**src/rtl/thirty_two_bit_adder_pkg.sv**
```systemverilog
// Shared types and sizing for the 32-bit adder/subtractor and its CLA blocks.
package thirty_two_bit_adder_pkg;

    localparam int BLK_W      = 4;
    localparam int NUM_BLOCKS = 8;

    typedef struct packed {
        logic [NUM_BLOCKS*BLK_W-1:0] sum;
        logic                        cout;
        logic                        ovf;
    } add_result_t;

endpackage

```
**src/rtl/thirty_two_bit_adder_cla4.sv**
```systemverilog
// 4-bit carry-lookahead slice; c3 (carry into the top bit) is brought out for the overflow XOR.
module thirty_two_bit_adder_cla4
    import thirty_two_bit_adder_pkg::*;
(
    input  logic [BLK_W-1:0] a,
    input  logic [BLK_W-1:0] b,
    input  logic             cin,
    output logic [BLK_W-1:0] sum,
    output logic             cout,
    output logic             c3
);

    logic [BLK_W-1:0] g;
    logic [BLK_W-1:0] p;
    logic [BLK_W:0]   c;

    assign g = a & b;
    assign p = a ^ b;

    // Carries expanded from cin so no bit waits on its neighbour.
    assign c[0] = cin;
    assign c[1] = g[0] | (p[0] & cin);
    assign c[2] = g[1] | (p[1] & g[0]) | (p[1] & p[0] & cin);
    assign c[3] = g[2] | (p[2] & g[1]) | (p[2] & p[1] & g[0])
                | (p[2] & p[1] & p[0] & cin);
    assign c[4] = g[3] | (p[3] & g[2]) | (p[3] & p[2] & g[1])
                | (p[3] & p[2] & p[1] & g[0]) | (p[3] & p[2] & p[1] & p[0] & cin);

    assign sum  = p ^ c[BLK_W-1:0];
    assign cout = c[4];
    assign c3   = c[3];

endmodule

```
**src/rtl/thirty_two_bit_adder.sv**
```systemverilog
// 32-bit add/subtract core with carry-out and signed overflow; optional output register.
module thirty_two_bit_adder
    import thirty_two_bit_adder_pkg::*;
#(
    parameter bit REGISTERED = 1'b0
) (
    input  logic        clk,
    input  logic        reset,
    input  logic [31:0] A,
    input  logic [31:0] B,
    input  logic        op,
    output logic [31:0] SUM,
    output logic        Cout,
    output logic        overflow
);

    localparam int WIDTH = 32;

    logic [WIDTH-1:0]      b_eff;
    logic [NUM_BLOCKS:0]   carry;
    logic [NUM_BLOCKS-1:0] blk_c3;
    add_result_t           res_d;

    // Subtract is A + ~B + 1: invert B and feed op in as the carry.
    assign b_eff    = B ^ {WIDTH{op}};
    assign carry[0] = op;

    for (genvar i = 0; i < NUM_BLOCKS; i++) begin : g_blk
        thirty_two_bit_adder_cla4 u_cla4 (
            .a    (A[i*BLK_W +: BLK_W]),
            .b    (b_eff[i*BLK_W +: BLK_W]),
            .cin  (carry[i]),
            .sum  (res_d.sum[i*BLK_W +: BLK_W]),
            .cout (carry[i+1]),
            .c3   (blk_c3[i])
        );
    end

    assign res_d.cout = carry[NUM_BLOCKS];
    assign res_d.ovf  = blk_c3[NUM_BLOCKS-1] ^ carry[NUM_BLOCKS];

    logic unused_c3;
    assign unused_c3 = ^blk_c3[NUM_BLOCKS-2:0];

    if (REGISTERED) begin : g_reg
        add_result_t res_q;

        always_ff @(posedge clk) begin
            if (reset) begin
                res_q <= '0;
            end else begin
                res_q <= res_d;
            end
        end

        assign SUM      = res_q.sum;
        assign Cout     = res_q.cout;
        assign overflow = res_q.ovf;
    end else begin : g_comb
        // Clock and reset are deliberately dead in this mode.
        logic unused_clk_rst;
        assign unused_clk_rst = clk ^ reset;

        assign SUM      = res_d.sum;
        assign Cout     = res_d.cout;
        assign overflow = res_d.ovf;
    end

endmodule

```
**config.mk**
```make
export PLATFORM = sky130hd
export DESIGN_NAME = thirty_two_bit_adder
export DESIGN_NICKNAME = d
export VERILOG_FILES = /design/src/rtl/thirty_two_bit_adder_pkg.sv /design/src/rtl/thirty_two_bit_adder_cla4.sv /design/src/rtl/thirty_two_bit_adder.sv
export SDC_FILE = /design/constraint.sdc
export NUM_CORES = 1
export LEC_CHECK = 0
export BUFFER_PORTS_ARGS = -buffer_cell sky130_fd_sc_hd__buf_2
export CELL_PAD_IN_SITES_DETAIL_PLACEMENT = 0
export CELL_PAD_IN_SITES_GLOBAL_PLACEMENT = 1
export CORE_MARGIN = 8
export CORE_UTILIZATION = 28
export DETAILED_ROUTE_END_ITERATION = 6
export PLACE_DENSITY_LB_ADDON = 0.2
export SYNTH_ARGS = -nofsm -noshare
export SYNTH_HDL_FRONTEND = slang
export SYNTH_SLANG_ARGS = --single-unit
```
**constraint.sdc**
```tcl
create_clock -name vclk -period 3.6
set_input_delay 0.36 -clock vclk [all_inputs]
set_output_delay 0.36 -clock vclk [all_outputs]
set_load 0.01 [all_outputs]
```
# Word-level counts from Yosys, hierarchy flattened
# Index checks and enable logic that the tools add are counted.
[op_classes]
bitwise_logic = 234
[ops]
columns = ["op", "count"]
rows = [
  ["$and A1 B1 Y1", 128],
  ["$or A1 B1 Y1", 80],
  ["$xor A4 B4 Y4", 16],
  ["$and A4 B4 Y4", 8],
  ["$xor A32 B32 Y32", 1],
  ["$xor A1 B1 Y1", 1],
]
[totals]
inputBits = 67
ff_bits = 0
wordCells = 234

# Longest topological paths before layout
# Gate-level depths: netlist of the first run.
[logic_depth]
ltp_word = 22
depth_mapped = 13
depth_no_buf = 11

# Hierarchy
# Synthesis of the first run repeated with hierarchy kept, for this count alone.
[unflattened]
cells_unflattened = 153
hier_area_um2 = 1496.4
[by_module_without_submodules]
columns = ["module", "n_inst", "cells_each", "area_per_inst_um2", "seq_area_each_um2"]
rows = [
  ["thirty_two_bit_adder_cla4 at g_blk[1].u_cla4 ...", 7, 14, 140.1, 0.0],
  ["thirty_two_bit_adder", 1, 37, 360.3, 0.0],
  ["thirty_two_bit_adder_cla4 at g_blk[0].u_cla4", 1, 18, 155.1, 0.0],
]

# Least setup slack after synthesis of the first run
# No wires, ideal clock.
[synth_path]
path_type = "in2out"
from = "in op"
to = "out SUM[25]"
stages = 13
t_arrival_ns = 3.189
path_slack_ns = 0.051
required_ns = 3.240
path_cell_list = "buf_2 -> buf_1 -> xor2_1 -> ha_1 -> nand3_1 -> nor2_1 -> a21oi_1 -> o31ai_1 -> nor2_1 -> o21bai_1 -> inv_1 -> fa_1 -> xnor2_1"
[synth_between]
elab_chain_cells = 20
word_cells_on_any_way = 84
[synth_rtl]
columns = ["element", "line", "source"]
rows = [
  ["from (decl)", "thirty_two_bit_adder.sv:11", "input logic op,"],
  ["$xor A32 B32 Y32", "thirty_two_bit_adder.sv:25", "assign b_eff = B ^ {WIDTH{op}};"],
  ["$xor A4 B4 Y4 or $and A4 B4 Y4 (tied branches)", "thirty_two_bit_adder_cla4.sv:18, thirty_two_bit_adder_cla4.sv:17", ""],
  ["$and A1 B1 Y1 (on tied branches)", "thirty_two_bit_adder_cla4.sv:26, thirty_two_bit_adder_cla4.sv:27", ""],
  ["$or A1 B1 Y1 (tied with other cells)", "thirty_two_bit_adder_cla4.sv:26", "assign c[4] = g[3] | (p[3] & g[2]) | (p[3] & p[2] & g[1])"],
  ["$or A1 B1 Y1 or $and A1 B1 Y1 (tied branches)", "thirty_two_bit_adder_cla4.sv:26, thirty_two_bit_adder_cla4.sv:27", ""],
  ["$or A1 B1 Y1 or $and A1 B1 Y1 (tied branches)", "thirty_two_bit_adder_cla4.sv:27", "| (p[3] & p[2] & p[1] & g[0]) | (p[3] & p[2] & p[1] & p[0] & cin);"],
  ["$or A1 B1 Y1", "thirty_two_bit_adder_cla4.sv:27", ""],
  ["$and A1 B1 Y1", "thirty_two_bit_adder_cla4.sv:27", ""],
  ["(+4 left out)", "-", ""],
  ["$or A1 B1 Y1", "thirty_two_bit_adder_cla4.sv:27", ""],
  ["$and A1 B1 Y1", "thirty_two_bit_adder_cla4.sv:27", ""],
  ["$or A1 B1 Y1", "thirty_two_bit_adder_cla4.sv:27", ""],
  ["$and A1 B1 Y1", "thirty_two_bit_adder_cla4.sv:27", ""],
  ["$or A1 B1 Y1", "thirty_two_bit_adder_cla4.sv:27", ""],
  ["$and A1 B1 Y1", "thirty_two_bit_adder_cla4.sv:22", "assign c[1] = g[0] | (p[0] & cin);"],
  ["$or A1 B1 Y1", "thirty_two_bit_adder_cla4.sv:22", ""],
  ["$xor A4 B4 Y4 *", "thirty_two_bit_adder_cla4.sv:29", "assign sum = p ^ c[BLK_W-1:0];"],
  ["to (decl)", "thirty_two_bit_adder.sv:12", "output logic [31:0] SUM,"],
]
# Mark *: on every way between the ends. The rest lies on a longest branch, timed or not.

# Final worst setup path of the first run
[layout_path]
from = "in op"
to = "out overflow"
[layout_between]
elab_chain_cells = 22
word_cells_on_any_way = 114
[layout_rtl]
columns = ["element", "line", "source"]
rows = [
  ["$xor A32 B32 Y32", "thirty_two_bit_adder.sv:25", ""],
  ["$xor A4 B4 Y4 or $and A4 B4 Y4 (tied branches)", "thirty_two_bit_adder_cla4.sv:18, thirty_two_bit_adder_cla4.sv:17", ""],
  ["$and A1 B1 Y1 (on tied branches)", "thirty_two_bit_adder_cla4.sv:26, thirty_two_bit_adder_cla4.sv:27", ""],
  ["$or A1 B1 Y1 (tied with other cells)", "thirty_two_bit_adder_cla4.sv:26", ""],
  ["$or A1 B1 Y1 or $and A1 B1 Y1 (tied branches)", "thirty_two_bit_adder_cla4.sv:26, thirty_two_bit_adder_cla4.sv:27", ""],
  ["$or A1 B1 Y1 or $and A1 B1 Y1 (tied branches)", "thirty_two_bit_adder_cla4.sv:27", ""],
  ["$or A1 B1 Y1", "thirty_two_bit_adder_cla4.sv:27", ""],
  ["$and A1 B1 Y1", "thirty_two_bit_adder_cla4.sv:27", ""],
  ["(+6 left out)", "-", ""],
  ["$or A1 B1 Y1", "thirty_two_bit_adder_cla4.sv:27", ""],
  ["$and A1 B1 Y1", "thirty_two_bit_adder_cla4.sv:27", ""],
  ["$or A1 B1 Y1", "thirty_two_bit_adder_cla4.sv:27", ""],
  ["$and A1 B1 Y1", "thirty_two_bit_adder_cla4.sv:27", ""],
  ["$or A1 B1 Y1", "thirty_two_bit_adder_cla4.sv:27", ""],
  ["$and A1 B1 Y1 (on tied branches)", "thirty_two_bit_adder_cla4.sv:25, thirty_two_bit_adder_cla4.sv:27", ""],
  ["$or A1 B1 Y1 (on tied branches)", "thirty_two_bit_adder_cla4.sv:25, thirty_two_bit_adder_cla4.sv:27", ""],
  ["$xor A1 B1 Y1 *", "thirty_two_bit_adder.sv:40", "assign res_d.ovf = blk_c3[NUM_BLOCKS-1] ^ carry[NUM_BLOCKS];"],
  ["to (decl)", "thirty_two_bit_adder.sv:14", "output logic overflow"],
]
# Marked as above.

==> summary.txt, run 1 <==
Yosys
  • Netlist Area Pre-Place: 1667 um^2
  • Synthesized-area fraction occupied by adder cells: 0.3243
  • Cells after synthesis: 214
  • Top cell type's share of synthesized area: 0.2402
  • Largest family of logic cells by synthesized area: adder cells
  • Distinct cell type count after synthesis: 33
  • Top cells by area, synth: ha_1 (24%), xor2_1 (20%), xnor2_1 (10%)
  • XOR/XNOR share of the synthesized area: 0.2995
  • Post-synth top area cell: ha_1
  • Most frequent cell after synthesis: xor2_1
  • Warnings, synthesis: 0
  • Post-Syn Nets: 320
  • Synth Area in Compound Gates: 0.1989
  • Post-synth top cells: xor2_1 (38), ha_1 (32), inv_1 (26), a21oi_1 (21), xnor2_1 (19)
  • Post-Syn Area per Cell: 7.788 um^2
  • Seq/Total Area, Yosys: 0
  • Simple-gate portion of the synthesized area: 0.09384
  • Mux contribution to synthesized area: 0.01502

Finish
  • Area growth from synthesis to layout: 47.15%
  • Register area: 0 um^2
  • Post-layout nets: 436
  • Fin area: 2452 um^2
  • Fraction of layout cells with a size suffix above 1: 0.3963
  • Clock buf count: 0
  • Ant diodes: 0
  • Post-Route Utilization: 0.4192
  • Filler instances: 632
  • Count of flip-flops and latches: 0

Critical path
  • Crit path arrival time: 3070 ps
  • WP data required: 3240 ps
  • Worst setup path start: op
  • Critical path capture point type: primary output
  • Max FO, Critical Path: 15
  • Setup crit start kind: primary input
  • Worst Setup EP: overflow
  • Crit path kind: primary input to primary output

STA
  • Period minus WS final: 3427 ps
  • Pins over their slew limit: 0
  • Finish-stage setup viols: 0
  • RSZ-0062 raised after global routing: false
  • Hold Fails Final Rpt: 0
  • Setup tns final: 0 ps
  • Least-Margin Pin Slew: 332.4 ps
  • Final period utilization: 0.9520
  • Rel. slew slack: 0.7760
  • Fmax: 0.2918 GHz

GRT
  • Number of global-route vias before repair: 1805
  • Initial antenna violation count: 0
  • First-pass GRT wire length: 7893 um
  • GR Util All Layers: 0.1037
  • Remaining Overflow, GRT: 0
  • Largest net degree at the start of global routing: 19

Min path
  • Worst hold path class: primary input to primary output

Clock network
  • CTS Hold Bufs: 0

Power and ir drop
  • Static Leak: 1.328 nW
  • Final Power: 0.6538 mW
  • Pwr per Cell Area: 266.6 nW/um^2
  • Maximum VDD drop: 0.0001079 V

Placed design
  • PortBufs: 99
  • Routability cong.: 0.7693
  • DP HPWL: 4412 um
  • Placed cell area: 2335 um^2

Detailed routing
  • Total number of vias: 1769
  • Vias/cell: 4.390
  • # DRC: 0
  • Post-DRT Antenna Nets: 0
  • Wire length per cell: 12.17 um
  • Final WL: 4903 um
  • Drt pass-1 iters: 3
  • DRT iter0 DRCs: 7

Floorplanning
  • DIE HEIGHT: 93.15 um
  • Rows: 28
  • Die width: 93.15 um
  • Starting density of the core: 0.2849
  • IO Count: 101
  • Die ar.: 8677 um^2
  • Core area: 5851 um^2

Status
  • Status: completed

Flow run
  • # Max-Cap Violations: 0
[worst max-delay path: stages]
cell	delay, ps
buf_4	160
buf_12	160
buf_4	130
xor2_1	150
ha_1	290
a21o_1	180
a2111o_1	400
a31o_1	230
a41oi_2	220
o21ai_2	110
a21o_1	220
mux2_4	300
buf_2	140
[logic make-up after synthesis]
logic type,after synthesis
mux,2
fa+ha+maj,39
compound gates,52
xor+xnor,57
buf+inv,30
simple gates,34
[routing by layer]
metal	GRT usage	vias to the layer above	routed length, um
li1	-	964	-
met1	0.1339	760	2223
met2	0.1840	45	2375
met3	0.01923	0	305
met4	0	0	0
met5	0	-	0
[cell usage in the layout (no fill, tap or decap), types with 7 or more instances in the layout]
master,Yosys,routed
fa_1,7,7
a21oi_1,21,20
ha_1,32,31
xnor2_1,19,19
buf_2,1,98
buf_4,0,17
nor2_1,9,8
nand2_1,11,11
inv_1,26,26
xor2_1,38,38
[cell type report]
| class | instances | area, um^2 | share of cell area |
|---|---|---|---|
| Timing Repair Buffer | 118 | 678.2 | 0.2765 |
| Tap cell | 75 | 93.84 | 0.03827 |
| Inverter | 26 | 97.59 | 0.03980 |
| Multi-Input combinational cell | 184 | 1583 | 0.6454 |
[through the flow]
stage	worst slack, ps	hold WS [ps]	std cells
after CTS	10.53	1158	395
after detailed placement	-124.4	1147	395
final	172.7	1152	403
after floorplan	50.72	937.9	214
after global placement	-68.01	1157	395
after global routing	4.123	1189	403
[report_power, final]
| group | leakage, nW | total, mW | internal (mW) | switching, mW |
|---|---|---|---|---|
| Combinational | 1.33 | 0.654 | 0.309 | 0.345 |
| Sequential | 0 | 0 | 0 | 0 |
| Clock | 0 | 0 | 0 | 0 |
| Total | 1.33 | 0.654 | 0.309 | 0.345 |
[how the worst min path moves through the flow]
stage,from,to,slack (ps),cells past startpoint
2_1_floorplan,A[0],SUM[1],940,2
3_3_place_gp,A[30],SUM[30],1160,4
3_5_place_dp,A[30],SUM[30],1150,4
4_1_cts,A[26],SUM[26],1160,4
5_1_grt,A[30],SUM[30],1190,4
6_report,A[30],SUM[30],1150,4
[repair_timing]
action                                  in CTS  in global routing
setup buffers                                0                  7
resized for setup                            2                 12
pin swaps                                    0                  6
gates cloned                                 0                  1
endpoints found under the setup margin       3                  6
Power figures use the tool's default switching activity.
==> run 2, diff against run 1 <==
--- a/config.mk
+++ b/config.mk
@@ -8,6 +8,7 @@
 export BUFFER_PORTS_ARGS = -buffer_cell sky130_fd_sc_hd__buf_2
 export CELL_PAD_IN_SITES_DETAIL_PLACEMENT = 0
 export CELL_PAD_IN_SITES_GLOBAL_PLACEMENT = 1
+export CORE_ASPECT_RATIO = 0.8
 export CORE_MARGIN = 8
 export CORE_UTILIZATION = 28
 export DETAILED_ROUTE_END_ITERATION = 6
==> summary.txt, run 2 (synthesized netlist as in run 1, its figures left out) <==
Status
  • Status: completed (unchanged)

Finish
  • Most frequent cells in the layout: buf_2 (99), xor2_1 (38), ha_1 (29) (was buf_2 (98), xor2_1 (38), ha_1 (31))
  • Post-layout nets: 430 (was 436)
  • Area growth from synthesis to layout: 44.74% (was 47.15%)
  • Post-Route Utilization: 0.4146 (was 0.4192)
  • Final cell count without fillers: 403 (unchanged)
  • Register area: 0 um^2 (unchanged)
  • Fraction of layout cells with a size suffix above 1: 0.3913 (was 0.3963)
  • Ant diodes: 0 (unchanged)
  • Clock buf count: 0 (unchanged)
  • Filler instances: 645 (was 632)
  • Count of flip-flops and latches: 0 (unchanged)
  • Commonest non-fill, non-tap cell in the layout: buf_2 (unchanged)

Clock network
  • CTS Hold Bufs: 0 (unchanged)

Critical path
  • Critical path capture point type: primary output (unchanged)
  • Buf+Inv Stages, Crit Path: 4 (unchanged)
  • CP Depth: 14 (was 13)
  • Top delay family on crit path: compound AO/OA/AOI/OAI gates (unchanged)
  • Master of the slowest instance on the critical path: fa_1 (was a2111o_1)
  • Crit path arrival time: 3070 ps (about the same)
  • Setup crit start kind: primary input (unchanged)
  • Slowest cell delay on critical path: 410 ps (was 400 ps)
  • Worst Setup EP: SUM[25] (was overflow)
  • Crit-path cells: buf_2, buf_4, xor2_1, ha_2, a21oi_1, a31oi_2, a21oi_1, o31ai_2, nor2_1, o21bai_2, inv_1, fa_1, xnor2_1, buf_2 (was buf_4, buf_12, buf_4, xor2_1, ha_1, a21o_1, a2111o_1, a31o_1, a41oi_2, o21ai_2, a21o_1, mux2_4, buf_2)
  • Max FO, Critical Path: 6 (was 15)
  • Worst setup path start: op (unchanged)
  • WP data required: 3240 ps (about the same)
  • Crit path kind: primary input to primary output (unchanged)

Detailed routing
  • Drt pass-1 iters: 4 (was 3)
  • Final WL: 4903 um (unchanged)
  • DRT iter0 DRCs: 15 (was 7)
  • Wire length per cell: 12.17 um (unchanged)
  • Total number of vias: 1773 (was 1769)
  • # DRC: 0 (unchanged)
  • Post-DRT Antenna Nets: 0 (unchanged)
  • Vias/cell: 4.400 (was 4.390)

Floorplanning
  • DIE HEIGHT: 85.01 um (was 93.15 um)
  • Starting density of the core: 0.2865 (was 0.2849)
  • Core area: 5818 um^2 (was 5851 um^2)
  • Rows: 25 (was 28)
  • Die width: 102.3 um (was 93.15 um)
  • IO Count: 101 (unchanged)
  • Die ar.: 8692 um^2 (was 8677 um^2)

STA
  • Final period utilization: 0.9538 (was 0.9520)
  • Hold Fails Final Rpt: 0 (unchanged)
  • Period minus WS final: 3434 ps (was 3427 ps)
  • Least-Margin Pin Slew: 353.5 ps (was 332.4 ps)
  • Pins over their slew limit: 0 (unchanged)
  • Fmax: 0.2912 GHz (was 0.2918 GHz)
  • Setup WS post-layout: 166.2 ps (was 172.7 ps)
  • Finish-stage setup viols: 0 (unchanged)
  • RSZ-0062 raised after global routing: false (unchanged)
  • Rel. slew slack: 0.7629 (was 0.7760)

Placed design
  • Pre-CTS WS: -82.18 ps (was -124.4 ps)
  • Placed insts: 400 (was 395)
  • DP HPWL: 4360 um (was 4412 um)
  • PortBufs: 99 (unchanged)
  • Routability cong.: 0.7488 (was 0.7693)

GRT
  • First-pass GRT wire length: 8121 um (was 7893 um)
  • Number of global-route vias before repair: 1826 (was 1805)
  • Remaining Overflow, GRT: 0 (unchanged)
  • GR Util All Layers: 0.1084 (was 0.1037)
  • Largest net degree at the start of global routing: 27 (was 19)
  • Initial antenna violation count: 0 (unchanged)

Power and ir drop
  • Static Leak: 1.290 nW (was 1.328 nW)
  • Maximum VDD drop: 0.00009423 V (was 0.0001079 V)
  • Pwr per Cell Area: 270.5 nW/um^2 (was 266.6 nW/um^2)

Flow run
  • # Max-Cap Violations: 0 (unchanged)

Min path
  • Worst hold path class: primary input to primary output (unchanged)
[run 2: how the worst min path moves through the flow]
stage	slack (ps)	from	end	cells past startpoint
floorplan	940	A[0]	SUM[1]	2
global placement	1160	A[0]	SUM[1]	4
detailed placement	1150	A[30]	SUM[30]	4
CTS	1150	A[0]	SUM[1]	4
global route	1180	A[0]	SUM[1]	4
finish	1150	A[0]	SUM[1]	4
[run 2: what timing repair did]
item                       4_1_cts  5_1_grt
setup buffers                    0        2
cloned                           0        1
resized for setup                1       11
setup endpoints to repair        3        8
pin swaps                        0        5
[run 2: routing by layer]
layer | track usage | vias up | routed length, um
met1 | 0.1494 | 777 | 2338
met2 | 0.1850 | 44 | 2289
met5 | 0 | - | 0
met3 | 0.01145 | 0 | 275
met4 | 0 | 0 | 0
li1 | - | 952 | -
[run 2: layout make-up]
cell class | instances | area [um^2] | share of cell area
Tap cell | 81 | 101.3 | 0.04201
Multi-Input combinational cell | 184 | 1590 | 0.6592
Timing Repair Buffer | 112 | 623.1 | 0.2583
Inverter | 26 | 97.59 | 0.04046
[run 2: per-stage QoR]
stage | area [um^2] | hold WS, ps | total power, mW | TNS, ps
global placement | 2335 | 1156 | 0.6451 | -14.12
detailed placement | 2335 | 1145 | 0.6479 | -178.9
global route | 2412 | 1181 | 0.7363 | 0
floorplan | 1667 | 937.9 | 0.4031 | 0
CTS | 2340 | 1154 | 0.6517 | 0
finish | 2412 | 1146 | 0.6526 | 0
[run 2: power by group]
group | switching, mW | internal [mW]
Combinational | 0.347 | 0.306
Clock | 0 | 0
Sequential | 0 | 0
Total | 0.347 | 0.306
[run 2: worst min-delay path: stages]
cell and delay, ps:
buf_2 90, mux2i_1 70, xnor2_1 120, buf_2 140
==> run 3, diff against run 2 <==
--- a/config.mk
+++ b/config.mk
@@ -12,7 +12,8 @@
 export CORE_MARGIN = 8
 export CORE_UTILIZATION = 28
 export DETAILED_ROUTE_END_ITERATION = 6
-export PLACE_DENSITY_LB_ADDON = 0.2
+export MAX_ROUTING_LAYER = met4
+export PLACE_DENSITY = 0.85
 export SYNTH_ARGS = -nofsm -noshare
 export SYNTH_HDL_FRONTEND = slang
 export SYNTH_SLANG_ARGS = --single-unit
==> summary.txt, run 3 (synthesized netlist as in run 1, its figures left out) <==
Status
  • Status: completed (unchanged)

STA
  • Setup tns final: 0 ps (unchanged)
  • Finish-stage setup viols: 0 (unchanged)
  • Hold Fails Final Rpt: 0 (unchanged)
  • Least-Margin Pin Slew: 299.5 ps (was 353.5 ps)
  • Setup WS post-layout: 107.4 ps (was 166.2 ps)
  • Rel. slew slack: 0.7982 (was 0.7629)
  • Final period utilization: 0.9702 (was 0.9538)
  • RSZ-0062 raised after global routing: false (unchanged)
  • Period minus WS final: 3493 ps (was 3434 ps)
  • Pins over their slew limit: 0 (unchanged)
  • Final hold slack: 1153 ps (was 1146 ps)
  • Fmax: 0.2863 GHz (was 0.2912 GHz)

Detailed routing
  • Wire length per cell: 12.12 um (was 12.17 um)
  • Post-DRT Antenna Nets: 0 (unchanged)
  • Total number of vias: 1813 (was 1773)
  • DRT iter0 DRCs: 10 (was 15)
  • Final WL: 4971 um (was 4903 um)
  • # DRC: 0 (unchanged)
  • Vias/cell: 4.422 (was 4.400)
  • Drt pass-1 iters: 4 (unchanged)

Finish
  • Count of flip-flops and latches: 0 (unchanged)
  • Clock buf count: 0 (unchanged)
  • Post-Route Utilization: 0.4299 (was 0.4146)
  • Register area: 0 um^2 (unchanged)
  • Fin area: 2501 um^2 (was 2412 um^2)
  • Filler instances: 652 (was 645)
  • Post-layout nets: 437 (was 430)
  • Most frequent cells in the layout: buf_2 (98), xor2_1 (37), ha_1 (31) (was buf_2 (99), xor2_1 (38), ha_1 (29))
  • Fraction of layout cells with a size suffix above 1: 0.4043 (was 0.3913)
  • Area growth from synthesis to layout: 50.08% (was 44.74%)
  • Commonest non-fill, non-tap cell in the layout: buf_2 (unchanged)
  • Ant diodes: 0 (unchanged)

Floorplanning
  • DIE HEIGHT: 85.01 um (unchanged)
  • Die ar.: 8692 um^2 (unchanged)
  • Rows: 25 (unchanged)
  • IO Count: 101 (unchanged)
  • Die width: 102.3 um (unchanged)
  • Starting density of the core: 0.2865 (unchanged)
  • Core area: 5818 um^2 (unchanged)

Power and ir drop
  • Maximum VDD drop: 0.0001051 V (was 0.00009423 V)
  • Pwr per Cell Area: 270.6 nW/um^2 (was 270.5 nW/um^2)
  • Static Leak: 1.337 nW (was 1.290 nW)

Critical path
  • Max FO, Critical Path: 7 (was 6)
  • Crit path kind: primary input to primary output (unchanged)
  • Crit-path cells: buf_6, buf_12, buf_6, buf_4, xor2_2, ha_1, nand2_1, nor2_1, a2111o_1, a31o_1, a41oi_4, buf_4, fa_1, inv_1, buf_2 (was buf_2, buf_4, xor2_1, ha_2, a21oi_1, a31oi_2, a21oi_1, o31ai_2, nor2_1, o21bai_2, inv_1, fa_1, xnor2_1, buf_2)
  • WP data required: 3240 ps (about the same)
  • Slowest cell delay on critical path: 430 ps (was 410 ps)
  • Setup crit start kind: primary input (unchanged)
  • Critical path capture point type: primary output (unchanged)
  • Crit path arrival time: 3130 ps (was 3070 ps)
  • Master of the slowest instance on the critical path: a2111o_1 (was fa_1)

Min path
  • Worst hold path depth: 4 (unchanged)
  • Worst hold path class: primary input to primary output (unchanged)
  • End of the worst hold path: SUM[26] (was SUM[1])
  • Worst hold start: A[26] (was A[0])

GRT
  • First-pass GRT wire length: 7852 um (was 8121 um)
  • Initial antenna violation count: 0 (unchanged)
  • Remaining Overflow, GRT: 0 (unchanged)
  • Largest net degree at the start of global routing: 16 (was 27)
  • GR Util All Layers: 0.1066 (was 0.1084)
  • Number of global-route vias before repair: 1845 (was 1826)

Placed design
  • PortBufs: 99 (unchanged)
  • DP HPWL: 4352 um (was 4360 um)
  • Placed cell area: 2355 um^2 (was 2335 um^2)
  • Pre-CTS WS: 58.11 ps (was -82.18 ps)
  • Routability cong.: 0.7817 (was 0.7488)

Clock network
  • CTS Hold Bufs: 0 (unchanged)

Flow run
  • # Max-Cap Violations: 0 (unchanged)
[run 3: cell count changes in the layout (fill, tap and decap cells not counted), sizes merged]
cell and delta:
buf +8, clkbuf -1
[run 3: power by group]
part           internal, mW  switching, mW  leakage [nW]  total [mW]
Combinational         0.321          0.356          1.34       0.677
Clock                     0              0             0           0
Sequential                0              0             0           0
Total                 0.321          0.356          1.34       0.677
[run 3: routing by layer]
metal  wire length, um  vias to the layer above  part of all wire  track usage
li1                  -                      965                 -            -
met1              2387                      804              0.48       0.1410
met2              2340                       44              0.47       0.1780
met3               243                        0             0.049      0.01308
met4                 0                        0                 0            0
met5                 0                        -                 0            -
[run 3: final cells by class]
type	count	area, um^2	share of cell area
Multi-Input combinational cell	184	1622	0.6483
Timing Repair Buffer	119	680.7	0.2721
Tap cell	81	101.3	0.04052
Inverter	26	97.59	0.03902
[run 3: worst max-delay path by stage]
stage / start / to / slack [ps] / cells past startpoint
3_3_place_gp: op / SUM[25] / 40 / 15
3_5_place_dp: op / SUM[25] / 60 / 15
4_1_cts: op / SUM[25] / 30 / 15
2_1_floorplan: op / SUM[25] / 50 / 13
5_1_grt: op / SUM[28] / 2 / 15
6_report: op / SUM[28] / 110 / 15
[run 3: critical path: cells and delay by family]
| kind | cells | cell delay [ps] |
|---|---|---|
| AO/OA/AOI/OAI | 3 | 890 |
| XOR/XNOR | 1 | 170 |
| adder cells (fa/ha/maj) | 2 | 690 |
| buffers and inverters | 7 | 870 |
| AND/OR/NAND/NOR | 2 | 150 |
[run 3: metrics by stage]
step,total power [mW],std cells
floorplan,0.4031,214
global placement,0.6419,401
detailed placement,0.6467,401
CTS,0.6517,401
global route,0.7552,410
finish,0.6768,410
[run 3: repair_timing]
action	4_1_cts	5_1_grt
endpoints found under the hold margin	0	0
buffers inserted	0	9
endpoints found under the setup margin	0	6
gates resized for setup	0	20
